File: src/rtl/noc_mmio_bridge.sv
// rtl/noc_mmio_bridge.sv - PicoRV32 look-ahead bus to Hoplite NoC bridge with TX/RX FIFOs.
// Optional RX interrupt enabled by defining NOC_MMIO_IRQ_EN.
module noc_mmio_bridge #(
  parameter int          COORD_BITS   = 1,
  parameter int          DATA_WIDTH   = 32,
  parameter int          TX_DEPTH     = 8,
  parameter int          RX_DEPTH     = 8,
  parameter int          LED_WIDTH    = 4,
  parameter int          SWITCH_WIDTH = 1,
  parameter logic [31:0] BASE_ADDR    = 32'h2000_0000
) (
  input  logic                    clk,
  input  logic                    reset_n,
  input  logic                    bus_la_read,
  input  logic                    bus_la_write,
  input  logic [31:0]             bus_la_addr,
  input  logic [31:0]             bus_la_wdata,
  output logic [31:0]             rd_data,
  output logic                    rd_hit,
  input  logic [SWITCH_WIDTH-1:0] switch,
  output logic [LED_WIDTH-1:0]    led,
  output logic [COORD_BITS-1:0]   pkt_x,
  output logic [COORD_BITS-1:0]   pkt_y,
  output logic [DATA_WIDTH-1:0]   pkt_data,
  output logic                    pkt_valid,
  output logic                    pkt_last,
  input  logic                    pkt_ready,
  input  logic [DATA_WIDTH-1:0]   rx_data,
  input  logic                    rx_valid,
  output logic                    rx_ready,
  output logic                    irq
);
  localparam int TPW = $clog2(TX_DEPTH);
  localparam int TCW = TPW + 1;
  localparam int RPW = $clog2(RX_DEPTH);
  localparam int RCW = RPW + 1;
  localparam logic [TCW-1:0] TX_FULL = TCW'(TX_DEPTH);
  localparam logic [RCW-1:0] RX_FULL = RCW'(RX_DEPTH);

  typedef enum logic {IDLE, SEND} state_t;
  state_t state;

  logic [31:0]           offset;
  logic                  in_win, wr_en, rd_en;
  logic [3:0]            idx;
  logic [COORD_BITS-1:0] dest_x, dest_y;
  logic [DATA_WIDTH-1:0] tx_mem [TX_DEPTH];
  logic [DATA_WIDTH-1:0] rx_mem [RX_DEPTH];
  logic [TPW-1:0]        tx_wr, tx_rd;
  logic [RPW-1:0]        rx_wr, rx_rd;
  logic [TCW-1:0]        tx_count;
  logic [RCW-1:0]        rx_count;
  logic                  tx_err, rx_underflow;
  logic                  tx_push, tx_pop, send_ok, rx_push, rx_pop;
  logic                  wr_txd, wr_send, wr_stat, rd_rxd;
  logic [31:0]           rd_val;
  logic                  unused_ok;

  assign offset  = bus_la_addr - BASE_ADDR;
  assign in_win  = (offset[31:6] == 26'd0);
  assign idx     = offset[5:2];
  assign wr_en   = bus_la_write && in_win;
  assign rd_en   = bus_la_read && in_win;
  assign wr_txd  = wr_en && (idx == 4'h2);
  assign wr_send = wr_en && (idx == 4'h3);
  assign wr_stat = wr_en && (idx == 4'h4);
  assign rd_rxd  = rd_en && (idx == 4'h5);

  // The FIFO is frozen while a packet is in flight, which keeps pkt_* stable under stall.
  assign tx_push = wr_txd && (tx_count != TX_FULL) && (state == IDLE);
  assign send_ok = wr_send && (tx_count != '0) && (state == IDLE);
  assign tx_pop  = (state == SEND) && pkt_ready;
  assign rx_ready = (rx_count != RX_FULL);
  assign rx_push = rx_valid && rx_ready;
  assign rx_pop  = rd_rxd && (rx_count != '0);

  assign pkt_valid = (state == SEND);
  assign pkt_data  = pkt_valid ? tx_mem[tx_rd] : '0;
  assign pkt_last  = pkt_valid && (tx_count == TCW'(1));
  assign unused_ok = &{1'b0, offset[1:0], bus_la_wdata};

`ifdef NOC_MMIO_IRQ_EN
  logic irq_en;
  always_ff @(posedge clk or negedge reset_n) begin
    if (!reset_n) begin
      irq_en <= 1'b0;
      irq    <= 1'b0;
    end else begin
      if (wr_en && (idx == 4'h8)) irq_en <= bus_la_wdata[0];
      irq <= irq_en && (rx_count != '0);
    end
  end
`else
  assign irq = 1'b0;
`endif

  always_comb begin
    rd_val = '0;
    case (idx)
      4'h4: begin
        rd_val[15:0]  = 16'(rx_count);
        rd_val[16]    = (state == SEND);
        rd_val[17]    = tx_err;
        rd_val[18]    = rx_underflow;
        rd_val[31:19] = 13'(tx_count);
      end
      4'h5: rd_val = (rx_count != '0) ? 32'(rx_mem[rx_rd]) : '0;
      4'h6: rd_val = 32'(led);
      4'h7: rd_val = 32'(switch);
`ifdef NOC_MMIO_IRQ_EN
      4'h8: rd_val = {31'd0, irq_en};
`endif
      default: rd_val = '0;
    endcase
  end

  always_ff @(posedge clk) begin
    if (tx_push) tx_mem[tx_wr] <= bus_la_wdata[DATA_WIDTH-1:0];
    if (rx_push) rx_mem[rx_wr] <= rx_data;
  end

  always_ff @(posedge clk or negedge reset_n) begin
    if (!reset_n) begin
      state        <= IDLE;
      rd_data      <= '0;
      rd_hit       <= 1'b0;
      led          <= '0;
      dest_x       <= '0;
      dest_y       <= '0;
      pkt_x        <= '0;
      pkt_y        <= '0;
      tx_wr        <= '0;
      tx_rd        <= '0;
      tx_count     <= '0;
      rx_wr        <= '0;
      rx_rd        <= '0;
      rx_count     <= '0;
      tx_err       <= 1'b0;
      rx_underflow <= 1'b0;
    end else begin
      rd_hit  <= rd_en;
      rd_data <= rd_en ? rd_val : '0;
      if (wr_en && (idx == 4'h0)) dest_x <= bus_la_wdata[COORD_BITS-1:0];
      if (wr_en && (idx == 4'h1)) dest_y <= bus_la_wdata[COORD_BITS-1:0];
      if (wr_en && (idx == 4'h6)) led <= bus_la_wdata[LED_WIDTH-1:0];

      if (tx_push) tx_wr <= tx_wr + TPW'(1);
      if (tx_pop)  tx_rd <= tx_rd + TPW'(1);
      if (tx_push && !tx_pop)      tx_count <= tx_count + TCW'(1);
      else if (!tx_push && tx_pop) tx_count <= tx_count - TCW'(1);

      if (rx_push) rx_wr <= rx_wr + RPW'(1);
      if (rx_pop)  rx_rd <= rx_rd + RPW'(1);
      if (rx_push && !rx_pop)      rx_count <= rx_count + RCW'(1);
      else if (!rx_push && rx_pop) rx_count <= rx_count - RCW'(1);

      if ((wr_txd && !tx_push) || (wr_send && !send_ok)) tx_err <= 1'b1;
      else if (wr_stat && bus_la_wdata[17])               tx_err <= 1'b0;
      if (rd_rxd && (rx_count == '0))                     rx_underflow <= 1'b1;
      else if (wr_stat && bus_la_wdata[18])               rx_underflow <= 1'b0;

      case (state)
        IDLE: if (send_ok) begin
          state <= SEND;
          pkt_x <= dest_x;
          pkt_y <= dest_y;
        end
        SEND: if (pkt_ready && (tx_count == TCW'(1))) state <= IDLE;
        default: state <= IDLE;
      endcase
    end
  end
endmodule
File: config.mk
export PLATFORM = sky130hd
export DESIGN_NAME = noc_mmio_bridge
export DESIGN_NICKNAME = d
export VERILOG_FILES = /design/src/rtl/noc_mmio_bridge.sv
export SDC_FILE = /design/constraint.sdc
export NUM_CORES = 1
export LEC_CHECK = 0
export ABC_AREA = 1
export BUFFER_PORTS_ARGS = -buffer_cell sky130_fd_sc_hd__buf_2
export CAP_MARGIN = 40
export CORE_MARGIN = 2
export CORE_UTILIZATION = 54
export DETAILED_ROUTE_END_ITERATION = 6
export GPL_ROUTABILITY_DRIVEN = 0
export PLACE_DENSITY = 0.84
export SLEW_MARGIN = 25
export SYNTH_ARGS = -nofsm -noshare
export SYNTH_HDL_FRONTEND = slang
export SYNTH_SLANG_ARGS = --single-unit
export TNS_END_PERCENT = 30
File: constraint.sdc
create_clock -name clk -period 2.9 [get_ports clk]
set_clock_uncertainty 0.1 [all_clocks]
set_input_delay 0.435 -clock clk [delete_from_list [all_inputs] [get_ports clk]]
set_output_delay 0.435 -clock clk [all_outputs]
set_load 0.01 [all_outputs]
==> impl_metrics.json <==
{
  "outcome": "finished with violations",
  "violations": "design-rule violations, negative setup slack",
  "drive_gt1_frac": 0.1784,
  "reg2reg_to": "rx_count[3]",
  "clkPwrFrac": 0.397,
  "die-area_um2": 44490,
  "worst_ep_arrival_time_ps": 2480,
  "peakVddDrop_uv": 896.7,
  "r2r_slack_ps": 450,
  "required_ps": 2370,
  "pin_count": 178,
  "sw_frac_of_total": 0.2176,
  "fp.dieW_um": 210.9,
  "dpl_cell_area_um2": 24980,
  "io_buffers": 174,
  "fin_nets": 2152,
  "hp-class": "primary input to flop",
  "std_cell_rows": 75,
  "dr_total_vias": 15610,
  "root_buffer": "clkbuf_16",
  "worst_slack_ps": -118.9,
  "cts_tree": "done",
  "cp-start-kind": "flop",
  "final_cell_area_um2": 27180,
  "avgSynthCellArea_um2": 12.59,
  "clk_latency_ps": 590,
  "worstMarginPinSlew_ps": 774.4,
  "relSlewSlack": 0.4832,
  "hold_violations": 0,
  "syn_area_um2": 23120,
  "ys_types": 38,
  "clock.fmax_mhz": 331.2,
  "switchingPower_mw": 4.002,
  "coreArea_um2": 42130,
  "total_power_mw": 18.39,
  "final_cell_mix": "512 x edfxtp_1, 484 x nor2_1, 187 x o21ai_0",
  "grt_pass1_wl_um": 82340,
  "drt_iter0_drc": 1825,
  "cp-end-kind": "primary output",
  "timing.rr.start": "rx_count[0]",
  "synth_top_flop_cell": "edfxtp_1",
  "power.internal_mw": 14.39,
  "antenna_found_initial": 5,
  "initial_core_util": 0.5487,
  "dpl.hpwl_um": 29940,
  "rsz0062_at_grt": "true",
  "setup.worst_path.start": "tx_rd[0]",
  "grt-ovfl-total": 0,
  "synth_edf_count": 512,
  "mostFrequentLayoutCell": "edfxtp_1",
  "netlist.area_leader.share": 0.6650,
  "finalSetupViolCount": 1,
  "multi_input_area_um2": 5504,
  "power.leakage_nw": 9.757,
  "post-place-ws_ps": -123.1,
  "dieHeight_um": 210.9,
  "numClockSinks": 576,
  "final_antenna_net_count": 0,
  "grt_use_total": 0.2400,
  "clk_pin_slew_worst_paths_ps": 60,
  "worstHoldPathCells": 1,
  "cts_made_buffers": 54,
  "grt_max_degree": 131,
  "ys_async_sr_fraction": 0.1111,
  "area_growth_pct": 17.55,
  "regArea_um2": 16990,
  "synth.yosys.seq_area_share": 0.7343,
  "synth_cells": 1837,
  "min-delay-start": "bus_la_wdata[29]",
  "wl_um": 54350,
  "hold_end": "tx_mem[2][29]",
  "vias_per_cell": 5.951,
  "powerDensity_nw_per_um2": 676.8,
  "seqPwrFrac": 0.533,
  "synth.area.top_cells": "edfxtp_1 67%, nor2_1 8.2%, dfrtp_1 6.9%, o21ai_0 4.0%, o32ai_1 4.0%",
  "route.detailed.drc": 3,
  "fill_cells": 2840,
  "critPathMaxFanout": 83,
  "syn_nets": 1953,
  "drv_cap": 0,
  "fin_util": 0.6450,
  "dr.pass1.iters": 7,
  "comb_power_share": 0.070,
  "yosysWarningCount": 0,
  "ys_seq_elements": 576,
  "drv_slew": 0,
  "avgRoutedWirePerCell_um": 20.72,
  "holdWs_ps": 20.18,
  "grt_pass1_vias": 15580,
  "ff2ff_path_depth": 13,
  "timing_worst_setup_path_type": "flop to primary output",
  "fin_crit_sh": 1.041,
  "htreeDepth": 2,
  "yosysTopAreaCell": "edfxtp_1",
  "clock_path_buffers": 3,
  "finalCriticalPeriod_ps": 3019
}
==> power by group through the flow <==
stage / logic, mW / clock network (mW) / registers (mW)
detailed placement: 1.25 / 0 / 9.97
CTS: 1.30 / 7.36 / 9.81
finish: 1.29 / 7.29 / 9.81
global route: 1.41 / 7.70 / 9.84
global placement: 1.19 / 0 / 9.94
floorplan: 0.595 / 0 / 9.95
==> per-layer routing <==
metal | share of wire | wire length [µm] | GRT usage
met5 | 0.00050 | 27 | 0
met3 | 0.079 | 4273 | 0.04535
met1 | 0.37 | 20060 | 0.2922
met4 | 0.038 | 2055 | 0.1034
met2 | 0.51 | 27940 | 0.4206
==> flip-flops by register name (all words and copies together), names as in the netlist <==
| signal | count |
|---|---|
| tx_rd | 3 |
| dest_x | 1 |
| rx_wr | 3 |
| pkt_y | 1 |
| pkt_x | 1 |
| rx_count | 4 |
| led | 4 |
| rd_data | 32 |
| rx_rd | 3 |
| tx_err | 1 |
| tx_mem | 256 |
| rx_mem | 256 |
| tx_wr | 3 |
| tx_count | 4 |
| rx_underflow | 1 |
| pkt_valid | 1 |
| dest_y | 1 |
| rd_hit | 1 |
==> worst max-delay path by stage <==
stage	end	cells after the start	slack, ps
3_3_place_gp	rx_count[3]	21	-30
3_5_place_dp	rx_count[3]	21	-120
5_1_grt	pkt_data[0]	6	-130
2_1_floorplan	tx_mem[0][0]	12	-520
6_report	pkt_data[0]	6	-120
4_1_cts	pkt_data[0]	5	30
==> synthesized netlist by cell type (2+ instances only) <==
cell and n:
clkbuf_1 50, nand3b_1 2, xor2_1 8, ha_1 12, nor2_2 5, nand2_2 4
buf_6 3, o32ai_1 106, buf_4 11, a21oi_1 15, o21ai_1 7, edfxtp_1 512
o21ai_0 187, nand4_1 4, nor3_1 3, dfrtp_1 64, buf_2 38, inv_1 64
nor2_1 502, inv_2 4, buf_1 5, nand3_1 33, o211ai_1 22, nand2_1 139
nor2_4 4, a21oi_2 19, xnor2_1 3
==> layout make-up <==
| cell class | count | share of cell area |
|---|---|---|
| clock buffer | 73 | 0.05534 |
| sequential | 576 | 0.6252 |
| antenna | 4 | 0.0003683 |
| tap | 539 | 0.02481 |
| inverter | 69 | 0.009668 |
| multi-input combinational | 1085 | 0.2025 |
| clock inverter | 27 | 0.01248 |
| timing repair buffer | 250 | 0.06961 |
==> cell families (layout without fill, tap and decap cells) <==
family / Yosys count / after routing / synth area share
AOI/OAI and AO/OA: 361 / 361 / 0.1014
xor gates and xnor gates: 11 / 11 / 0.004167
adders and majority gates: 13 / 13 / 0.007360
buffers and inverters: 176 / 419 / 0.03339
DFF: 576 / 576 / 0.7343
other: 1 / 5 / 0.0001622
and+or+nand+nor: 699 / 699 / 0.1192
==> timing repair <==
item | in CTS | in global routing
endpoints found under the hold margin | 176 | 0
setup endpoints to repair | 20 | 18
pin swaps | 0 | 1
gates resized for setup | 2 | 6
buffers inserted | 1 | 1
cloned | 0 | 2
hold buffers | 23 | 0
==> worst max-delay path, cell delays in order, from the launching register on <==
cell	delay, ps
dfrtp_4	460
buf_12	310
nor2_1	140
o32ai_1	380
o21ai_0	140
nor2_1	260
buf_2	190
==> through the flow <==
step                      std cells  TNS [ps]
after floorplan                1837    -69120
after global placement         2492    -27.19
after detailed placement       2492    -123.1
after CTS                      2616         0
after global routing           2621    -259.2
final                          2623    -118.9
Power figures use the tool's default switching activity.
